===== src/rtl/payload_demap.sv =====
// Receive-side frame demapper: locks to FAS, tracks row/column, strips overhead/stuff columns,
// buffers payload in a FWFT FIFO and extracts ARQ_EN. Define PAYLOAD_DEMAP_ARQ_FILTER_EN for filtering.
module payload_demap #(
  parameter int unsigned ROWS       = 4,
  parameter int unsigned COLS       = 1041,
  parameter int unsigned OH_COLS    = 16,
  parameter int unsigned STUFF_COL  = 1040,
  parameter int unsigned ARQ_COL    = 6,
  parameter int unsigned FIFO_DEPTH = 8
) (
  input  logic                     i_clk,
  input  logic                     i_rst,
  input  logic [7:0]               i_frame_data,
  input  logic                     i_frame_data_valid,
  input  logic                     i_frame_data_fas,
  output logic [7:0]               o_pyld_data,
  output logic                     o_pyld_data_valid,
  input  logic                     i_pyld_ready,
  output logic                     o_arq_en,
  output logic                     o_arq_en_valid,
  output logic                     o_lof,
  output logic                     o_ovf,
  output logic [$clog2(ROWS)-1:0]  o_row_cnt,
  output logic [$clog2(COLS)-1:0]  o_col_cnt
);

  localparam int unsigned RowW = $clog2(ROWS);
  localparam int unsigned ColW = $clog2(COLS);
  localparam int unsigned PtrW = $clog2(FIFO_DEPTH);

  typedef enum logic [0:0] {StHunt, StSync} state_e;

  state_e            state_q, state_d;
  logic [RowW-1:0]   row_q, row_d, exp_row;
  logic [ColW-1:0]   col_q, col_d, exp_col;
  logic [1:0]        miss_q, miss_d, miss_nxt;
  logic              take, at_zero, push, push_ok, pop, full, ovf_set, arq_hit, raw;
  logic [7:0]        mem_q [FIFO_DEPTH];
  logic [PtrW-1:0]   wr_ptr_q, rd_ptr_q;
  logic [PtrW:0]     cnt_q;
  logic              arq_en_q, arq_en_d, arq_vld_q, ovf_q;

  // Position the next valid byte would occupy if alignment holds.
  always_comb begin
    exp_col = (col_q == ColW'(COLS - 1)) ? '0 : col_q + 1'b1;
    exp_row = row_q;
    if (col_q == ColW'(COLS - 1)) begin
      exp_row = (row_q == RowW'(ROWS - 1)) ? '0 : row_q + 1'b1;
    end
    at_zero = (exp_row == '0) && (exp_col == '0);
  end

  always_comb begin
    state_d  = state_q;
    row_d    = row_q;
    col_d    = col_q;
    miss_d   = miss_q;
    miss_nxt = miss_q;
    take     = 1'b0;
    if (i_frame_data_valid) begin
      unique case (state_q)
        StHunt: begin
          row_d = exp_row;
          col_d = exp_col;
          if (i_frame_data_fas) begin
            row_d   = '0;
            col_d   = '0;
            miss_d  = '0;
            state_d = StSync;
            take    = 1'b1;
          end
        end
        StSync: begin
          if (i_frame_data_fas) begin
            row_d    = '0;
            col_d    = '0;
            miss_nxt = at_zero ? 2'd0 : miss_q + 2'd1;
          end else begin
            row_d    = exp_row;
            col_d    = exp_col;
            miss_nxt = at_zero ? miss_q + 2'd1 : miss_q;
          end
          if (miss_nxt == 2'd2) begin
            state_d = StHunt;
            miss_d  = '0;
          end else begin
            miss_d = miss_nxt;
            take   = 1'b1;
          end
        end
        default: state_d = StHunt;
      endcase
    end
  end

  always_comb begin
    push    = take && (col_d >= ColW'(OH_COLS)) && (col_d != ColW'(STUFF_COL));
    arq_hit = take && (row_d == '0) && (col_d == ColW'(ARQ_COL));
    raw     = &i_frame_data;
    full    = (cnt_q == (PtrW + 1)'(FIFO_DEPTH));
    pop     = (cnt_q != '0) && i_pyld_ready;
    // A full FIFO still accepts a push when the head leaves on the same edge.
    push_ok = push && (!full || pop);
    ovf_set = push && full && !pop;
  end

`ifdef PAYLOAD_DEMAP_ARQ_FILTER_EN
  logic hist_vld_q, hist_q;

  always_comb begin
    arq_en_d = arq_en_q;
    if (arq_hit && (!hist_vld_q || (raw == hist_q))) begin
      arq_en_d = raw;
    end
  end

  always_ff @(posedge i_clk) begin
    if (i_rst) begin
      hist_vld_q <= 1'b0;
      hist_q     <= 1'b0;
    end else if (state_q == StSync && state_d == StHunt) begin
      hist_vld_q <= 1'b0;
    end else if (arq_hit) begin
      hist_vld_q <= 1'b1;
      hist_q     <= raw;
    end
  end
`else
  always_comb begin
    arq_en_d = arq_en_q;
    if (arq_hit) begin
      arq_en_d = raw;
    end
  end
`endif

  always_ff @(posedge i_clk) begin
    if (i_rst) begin
      state_q   <= StHunt;
      row_q     <= '0;
      col_q     <= '0;
      miss_q    <= '0;
      wr_ptr_q  <= '0;
      rd_ptr_q  <= '0;
      cnt_q     <= '0;
      arq_en_q  <= 1'b0;
      arq_vld_q <= 1'b0;
      ovf_q     <= 1'b0;
    end else begin
      state_q   <= state_d;
      row_q     <= row_d;
      col_q     <= col_d;
      miss_q    <= miss_d;
      arq_en_q  <= arq_en_d;
      arq_vld_q <= arq_hit;
      if (ovf_set) begin
        ovf_q <= 1'b1;
      end
      if (push_ok) begin
        wr_ptr_q <= wr_ptr_q + 1'b1;
      end
      if (pop) begin
        rd_ptr_q <= rd_ptr_q + 1'b1;
      end
      cnt_q <= cnt_q + (PtrW + 1)'(push_ok) - (PtrW + 1)'(pop);
    end
  end

  always_ff @(posedge i_clk) begin
    if (push_ok) begin
      mem_q[wr_ptr_q] <= i_frame_data;
    end
  end

  assign o_pyld_data       = (cnt_q != '0) ? mem_q[rd_ptr_q] : 8'h00;
  assign o_pyld_data_valid = (cnt_q != '0);
  assign o_arq_en          = arq_en_q;
  assign o_arq_en_valid    = arq_vld_q;
  assign o_lof             = (state_q == StHunt);
  assign o_ovf             = ovf_q;
  assign o_row_cnt         = row_q;
  assign o_col_cnt         = col_q;

endmodule


===== config.mk =====
export PLATFORM = sky130hd
export DESIGN_NAME = payload_demap
export DESIGN_NICKNAME = d
export VERILOG_FILES = /design/src/rtl/payload_demap.sv
export SDC_FILE = /design/constraint.sdc
export NUM_CORES = 1
export LEC_CHECK = 0
export CAP_MARGIN = 20
export CORE_UTILIZATION = 52
export CTS_CLUSTER_SIZE = 25
export DETAILED_ROUTE_END_ITERATION = 10
export GPL_TIMING_DRIVEN = 0
export PLACE_DENSITY = 0.87
export SETUP_SLACK_MARGIN = 0.5
export SYNTH_ARGS = -nofsm -noshare
export SYNTH_HDL_FRONTEND = slang
export SYNTH_SLANG_ARGS = --single-unit

===== constraint.sdc =====
create_clock -name i_clk -period 4.2 [get_ports i_clk]
set_clock_uncertainty 0.1 [all_clocks]
set_input_delay 0.42 -clock i_clk [delete_from_list [all_inputs] [get_ports i_clk]]
set_output_delay 0.42 -clock i_clk [all_outputs]
set_load 0.03 [all_outputs]

Word-level counts from Yosys, hierarchy flattened:

Memory sizes are Yosys's and may differ from the RTL's. A register that Yosys moved wholly into a read port is not among the register bits.
Index checks and enable logic that the tools add are counted.

* bitwise gates (word level): 1
* equality and inequality tests: 7
* order comparisons: 1
* reductions and logical operators: 18
* $add $sub $neg: 7
* muxes and demuxes: 24

Operators with widths (count)
* $mux W11: 3
* $mux W2: 11
* $add A11 B1 Y11 const B: 1
* $eq A11 B11 Y1 const B: 1
* $eq A11 B3 Y1 const B: 1
* $ge A11 B5 Y1 const B: 1
* $logic_not A11 Y1: 1
* $ne A11 B11 Y1 const B: 1
* $logic_and A1 B1 Y1: 9
* $mux W8: 1
* $reduce_and A8 Y1: 1
* $add A3 B1 Y3 const B: 2
* $mux W3: 2
* $mux W1: 5
* $add A2 B1 Y2 const B: 2
* $add A4 B1 Y4: 1
* $eq A2 B2 Y1 const B: 2
* $eq A4 B4 Y1 const B: 1
* $logic_not A2 Y1: 2
* $pmux W2 S2: 1
* $reduce_bool A4 Y1: 1
* $sub A4 B1 Y4: 1
* $logic_not A1 Y1: 2
* $ne A2 B2 Y1 const B: 1
* 4 further kinds: 4

* logic and storage cells: 69
* bits in writable memories: 64
* input port bits: 13
* bits in registers: 29
* output and inout bits: 26
* memories kept: 1

Memories
* mem_q: depth 8, bits a word 8, read ports 1, clocked after memory_dff 1, write ports 1, RTL line 38 `logic [7:0] mem_q [FIFO_DEPTH];`

Logic depth before layout (Yosys ltp):

* depth in word-level cells: 18
* gate-level depth with buffers: 21
* depth with buffers taken out: 18

Least setup slack after synthesis:

No wires, ideal clock.

* kind: register to register
* start: reg col_q[0] (netlist: o_col_cnt[0])
* end: mem mem_q[4][0] (enable)
* setup time: 0.395 ns
* path slack: -0.244 ns
* period minus slack after synthesis: 4.444 ns
* arrival time: 3.949 ns
* data required time: 3.705 ns
* cell stages (with the launch flop): 18
* buffers on the path: 3
* cell sequence: dfxtp_1 ha_1 and4_4 buf_6 a211o_1 a31oi_1 a22oi_1 or3_1 buf_6 ha_1 nor2_1 o21ai_0 o41ai_1 nand2_1 mux2_4 and3_4 buf_6 nor4bb_1

* word-level cells in the longest chain between the ends: 17
* elaborated cells between the ends (all ways): 25
* those cells by class: add/sub (1); order compare (1); eq/ne (3); mux (14); reduce/logical (6)

Ends and longest elaborated chain
* start: declaration: RTL line 35 `logic [ColW-1:0] col_q, col_d, exp_col;`
* start signal: assignment: RTL line 152 `col_q <= col_d;`
* $add A11 B1 Y11 / $eq A11 B11 Y1 (equally long branches): RTL line 45, 47
* $mux W11 / $mux W2 (equally long branches): RTL line 45, 47
* $logic_not A11 Y1 / $logic_not A2 Y1 (equally long branches): RTL line 50 `at_zero = (exp_row == '0) && (exp_col == '0);`
* $logic_and A1 B1 Y1: RTL line 50
* $mux W2, on equally long branches: RTL line 81, 77
* $mux W2: RTL line 74 `if (i_frame_data_fas) begin`
* $mux W2: RTL line 61 `unique case (state_q)`
* $mux W2: RTL line 60 `if (i_frame_data_valid) begin`
* (+2 left out)
* $pmux W1 S2: RTL line 61
* $mux W1: RTL line 60
* $logic_and A1 B1 Y1: RTL line 97 `push = take && (col_d >= ColW'(OH_COLS)) && (col_d != ColW'(STUFF_COL));`
* $logic_and A1 B1 Y1 *: RTL line 97
* $logic_and A1 B1 Y1 *: RTL line 103 `push_ok = push && (!full || pop);`
* via push_ok: RTL line 37 `logic take, at_zero, push, push_ok, pop, full, ovf_set, arq_hit, raw;`
* $mux W1 *: RTL line 170 `if (push_ok) begin`
* $mux W1 (not written as such) *: RTL line 171 `mem_q[wr_ptr_q] <= i_frame_data;`
* end: declaration: RTL line 38

Mark *: on every way through the listed nets, which the timed path passes. The rest lies on a longest branch. The select of a mux whose other input is x is not followed.

Worst setup path after layout:

* start: reg col_q[1] (netlist: o_col_cnt[1])
* end: reg cnt_q[3]

* word-level cells in the longest chain between the ends: 17
* elaborated cells between the ends (all ways): 25
* those cells by class: add/sub (3); order compare (1); eq/ne (3); mux (12); reduce/logical (6)

Ends and longest elaborated chain
* $add A11 B1 Y11 / $eq A11 B11 Y1 (equally long branches): RTL line 45, 47
* $mux W11 / $mux W2 (equally long branches): RTL line 45, 47
* $logic_not A11 Y1 / $logic_not A2 Y1 (equally long branches): RTL line 50
* $logic_and A1 B1 Y1: RTL line 50
* $mux W2, on equally long branches: RTL line 81, 77
* $mux W2: RTL line 74
* $mux W2: RTL line 61
* $mux W2: RTL line 60
* (+2 left out)
* $pmux W1 S2: RTL line 61
* $mux W1: RTL line 60
* $logic_and A1 B1 Y1: RTL line 97
* $logic_and A1 B1 Y1 *: RTL line 97
* $logic_and A1 B1 Y1 *: RTL line 103
* via push_ok: RTL line 37
* $add A4 B1 Y4 *: RTL line 165 `cnt_q <= cnt_q + (PtrW + 1)'(push_ok) - (PtrW + 1)'(pop);`
* $sub A4 B1 Y4 *: RTL line 165
* end signal: assignment: RTL line 165
* end: declaration: RTL line 40 `logic [PtrW:0] cnt_q;`

Marked as above.
A chain may end at the register's enable or synchronous reset.

==> run_results.csv <==
group,metric,value,unit
setup_path,critPathTopFamily,"simple AND/OR/NAND/NOR gates",
grt,grt_pass1_wl,15.71,mm
synth,ys_seq_area_share,56.31,%
outcome,status,"completed",
route,drtIter0Drc,179,
setup_path,critPathKind,"reg2reg",
finish,num_antenna_cells,0,
power,pwr-share-seq,44.1,%
synth,synth.avg_cell_area,12.37,sq um
grt,antenna_found_initial,0,
synth,yosysTopAreaCell,"edfxtp_1",
setup_path,critical_path_buf_inv_count,5,
synth,synth_most_common_cell,"edfxtp_1",
finish,area_growth,21.91,%
floorplan,initial_utilization,54.56,%
sta,worst_pin_slew,0.6839,ns
sta,min_period,3.890,ns
sta,fin_crit_sh,92.61,%
route,route.detailed.drc,0,
power,p_clk_share,25.0,%
sta,final_max_slew_viol_count,0,
synth,synthFlopType,"edfxtp_1",
power,powerDensity,432.0,mW/mm^2
setup_path,crit_path_start_kind,"register",
setup_path,slowest_delay,0.42,ns
synth,synth_top_family_by_area,"simple AND/OR/NAND/NOR gates",
synth,yosys_warnings,0,
power,switching_share,33.20,%
floorplan,io_pins,39,
sta,setup_violations,0,
floorplan,core_area,0.008341,sq mm
synth,ys_async_sr_fraction,0,%
clocking,clock_latency,0.37,ns
synth,synth-simple-area-share,15.64,%
synth,synthAdderAreaFrac,3.959,%
sta,slew-limit-headroom,54.41,%
grt,grt_max_degree,20,
clocking,cts_max_path_buffers,2,
flow_run,maxCapViolCount,0,
route,antenna_left,0,
finish,drive_gt1_share,23.06,%
setup_path,critPathMaxFanout,7,
floorplan,dieHeight,95.55,um
power,intPower,0.001601,W
power,irDropWorstVdd,0.1783,mV
sta,rsz0062_at_grt,"true",
setup_path,critPathCaptureType,"register",
synth,synth_edf_count,64,
sta,fmax,257.1,MHz
synth,ys_ff_latch,96,
route,first_pass_iters,5,
clocking,root_buffer,"clkbuf_8",
clocking,path_clk_slew,0.10,ns
grt,grt.overflow.total,0,
route,vias_per_cell,5.945,
power,p_leak,1.933,nW
clocking,cts_max_level,3,
power,total_power,0.002397,W
setup_path,crit_start,"o_col_cnt[1]",
synth,yosys-mux-area-fraction,11.58,%
route,routed-via-count,3228,
floorplan,rows,33,
floorplan,die_w,95.55,um
synth,synth_area,0.004551,sq mm
clocking,numCtsBuffers,9,
synth,synthTopCellsByArea,"edfxtp_1, dfxtp_1, mux4_2, nor2_1, ha_1",
setup_path,crit_slowest_cell,"or3_1",
min_path,hold_class,"reg2reg",
setup_path,arrival,4.04,ns
clocking,clkSinkCount,96,
synth,synth.distinct_cells,53,
clocking,cts_tree,"built",
setup_path,crit_chain,"buf_4, inv_2, ha_2, and3b_1, and3_4, buf_6, nor3_1, or3_1, buf_6, ha_4, nor2_4, o21ai_2, o41ai_2, nand2_1, mux2_4, and3_4, buf_6, ha_4, a21o_1, a21oi_2, xnor2_1, nor2_1",
setup_path,reg2reg_from,"o_col_cnt[1]",
finish,final_nets,459,
sta,final-hold-violation-count,0,
synth,synth_compound_gate_area_share,5.994,%
floorplan,dieArea,0.009129,sq mm
setup_path,required,4.35,ns
grt,grt_pass1_vias,3054,
route,wl_per_cell,18.65,um
synth,synthCells,368,
synth,synth_top_area_share,42.23,%
place,post-dp-hpwl,6.624,mm
synth,synth_fp_nets,394,
place,port_buffers,37,
route,drt_wl_total,10.13,mm
place,gp_congestion,0.8960,
setup_path,cp_common_cell,"buf_6",
sta,tns,0,ns
min_path,min_from,"rd_ptr_q[1]",
power,pwr-share-comb,31.0,%
power,p_switching,0.0007956,W
synth,synth_xor_area_share,1.732,%
grt,grt_usage,23.78,%
synth,netlist_top_cells_count,"edfxtp_1, nor2_1, dfxtp_1, inv_1, mux4_2",
## registers in the layout, indices dropped and copies added (netlist names), named ones only
name	count
cnt_q	4
o_col_cnt	11
rd_ptr_q	3
o_arq_en	1
o_arq_en_valid	1
wr_ptr_q	3
state_q	1
o_row_cnt	2
mem_q	64
miss_q	2
o_ovf	1
## path summary, 6_finish.rpt
kind,end,slack [ns],depth (start not counted)
worst max-delay path,cnt_q[3],0.31,22
worst min-delay path,rd_ptr_q[1],0.40,2
worst max register to register,cnt_q[3],0.31,22
worst min register to register,rd_ptr_q[1],0.40,2
## layer usage
metal  wire [um]  up-vias  global-route usage (%)
li1            -     1507                       -
met3         600       16                   4.226
met1        4306     1582                   31.19
met4         167        0                   9.826
met5           0        -                       0
met2        5052      123                   38.99
## cell families (layout without fill, tap and decap cells)
group / count (synthesis) / after routing
AO/OA/AOI/OAI: 43 / 43
multiplexers: 31 / 31
AND/OR/NAND/NOR: 130 / 130
adder cells (fa/ha/maj): 14 / 14
XOR/XNOR: 9 / 9
flip-flops: 96 / 96
buffers and inverters: 45 / 115
## through the flow
stage	worst slack (ns)	cell area (sq um)	hold WS (ns)	std cells	util (%)
after floorplan	0.5115	4633	0.3541	368	-
after global placement	0.2204	5135	0.3718	510	61.57
final	0.3104	5548	0.4018	543	66.52
after CTS	0.2991	5512	0.3999	541	66.08
after global routing	0.2238	5548	0.4272	543	66.52
after detailed placement	0.1166	5135	0.3854	510	61.57
## cells in the final DEF, fill, tap and decap left out, types with 3 or more instances in the layout
cell | netlist | routed
inv_2 | 0 | 3
nand3_1 | 8 | 8
nor2_1 | 41 | 40
mux4_2 | 16 | 16
clkbuf_1 | 13 | 9
clkbuf_2 | 0 | 4
xnor2_1 | 3 | 3
nand2b_1 | 5 | 5
nor3_1 | 10 | 8
a31oi_1 | 7 | 6
clkdlybuf4s50_1 | 0 | 37
ha_4 | 0 | 3
nor2b_1 | 7 | 7
a21oi_1 | 13 | 12
dfxtp_2 | 0 | 5
or3_1 | 4 | 4
and3_1 | 9 | 7
mux2i_1 | 11 | 11
buf_4 | 1 | 15
mux2_4 | 3 | 3
clkbuf_8 | 0 | 9
ha_1 | 12 | 8
nand2_1 | 12 | 12
dfxtp_1 | 32 | 25
nor4_1 | 7 | 7
nand4_1 | 8 | 8
buf_6 | 6 | 8
edfxtp_1 | 64 | 64
o21ai_0 | 9 | 8
inv_1 | 20 | 17
buf_1 | 5 | 4
xor2_1 | 6 | 6
## layout make-up
class	instances	area, sq um
sequential	96	2576
buffer	25	158.9
multi-input combinational	227	1896
tap	105	131.4
clock inverter	7	72.57
timing repair buffer	54	514.2
clock buffer	9	123.9
inverter	20	75.07
fill	599	2793
## timing repair
item | 4_1_cts | 5_1_grt
hold buffers | 0 | 0
pin swaps | 9 | 0
resized for setup | 19 | 9
endpoints found under the hold margin | 0 | 0
endpoints found under the setup margin | 76 | 68
setup buffers | 15 | 2
## worst min-delay path, stage by stage, from the launching register on
cell and delay (ns):
dfxtp_1 0.33, nand2_1 0.05, a21oi_1 0.07
## power by group through the flow
| stage | clock network [W] | registers, W | logic, W |
|---|---|---|---|
| 2_1_floorplan | 0 | 0.00108 | 0.000499 |
| 3_3_place_gp | 0 | 0.00108 | 0.000698 |
| 3_5_place_dp | 0 | 0.00108 | 0.000729 |
| 4_1_cts | 0.000598 | 0.00106 | 0.000748 |
| 5_1_grt | 0.000638 | 0.00106 | 0.000799 |
| 6_report | 0.000598 | 0.00106 | 0.000742 |
No activity file was read; power rests on OpenSTA's default activity.
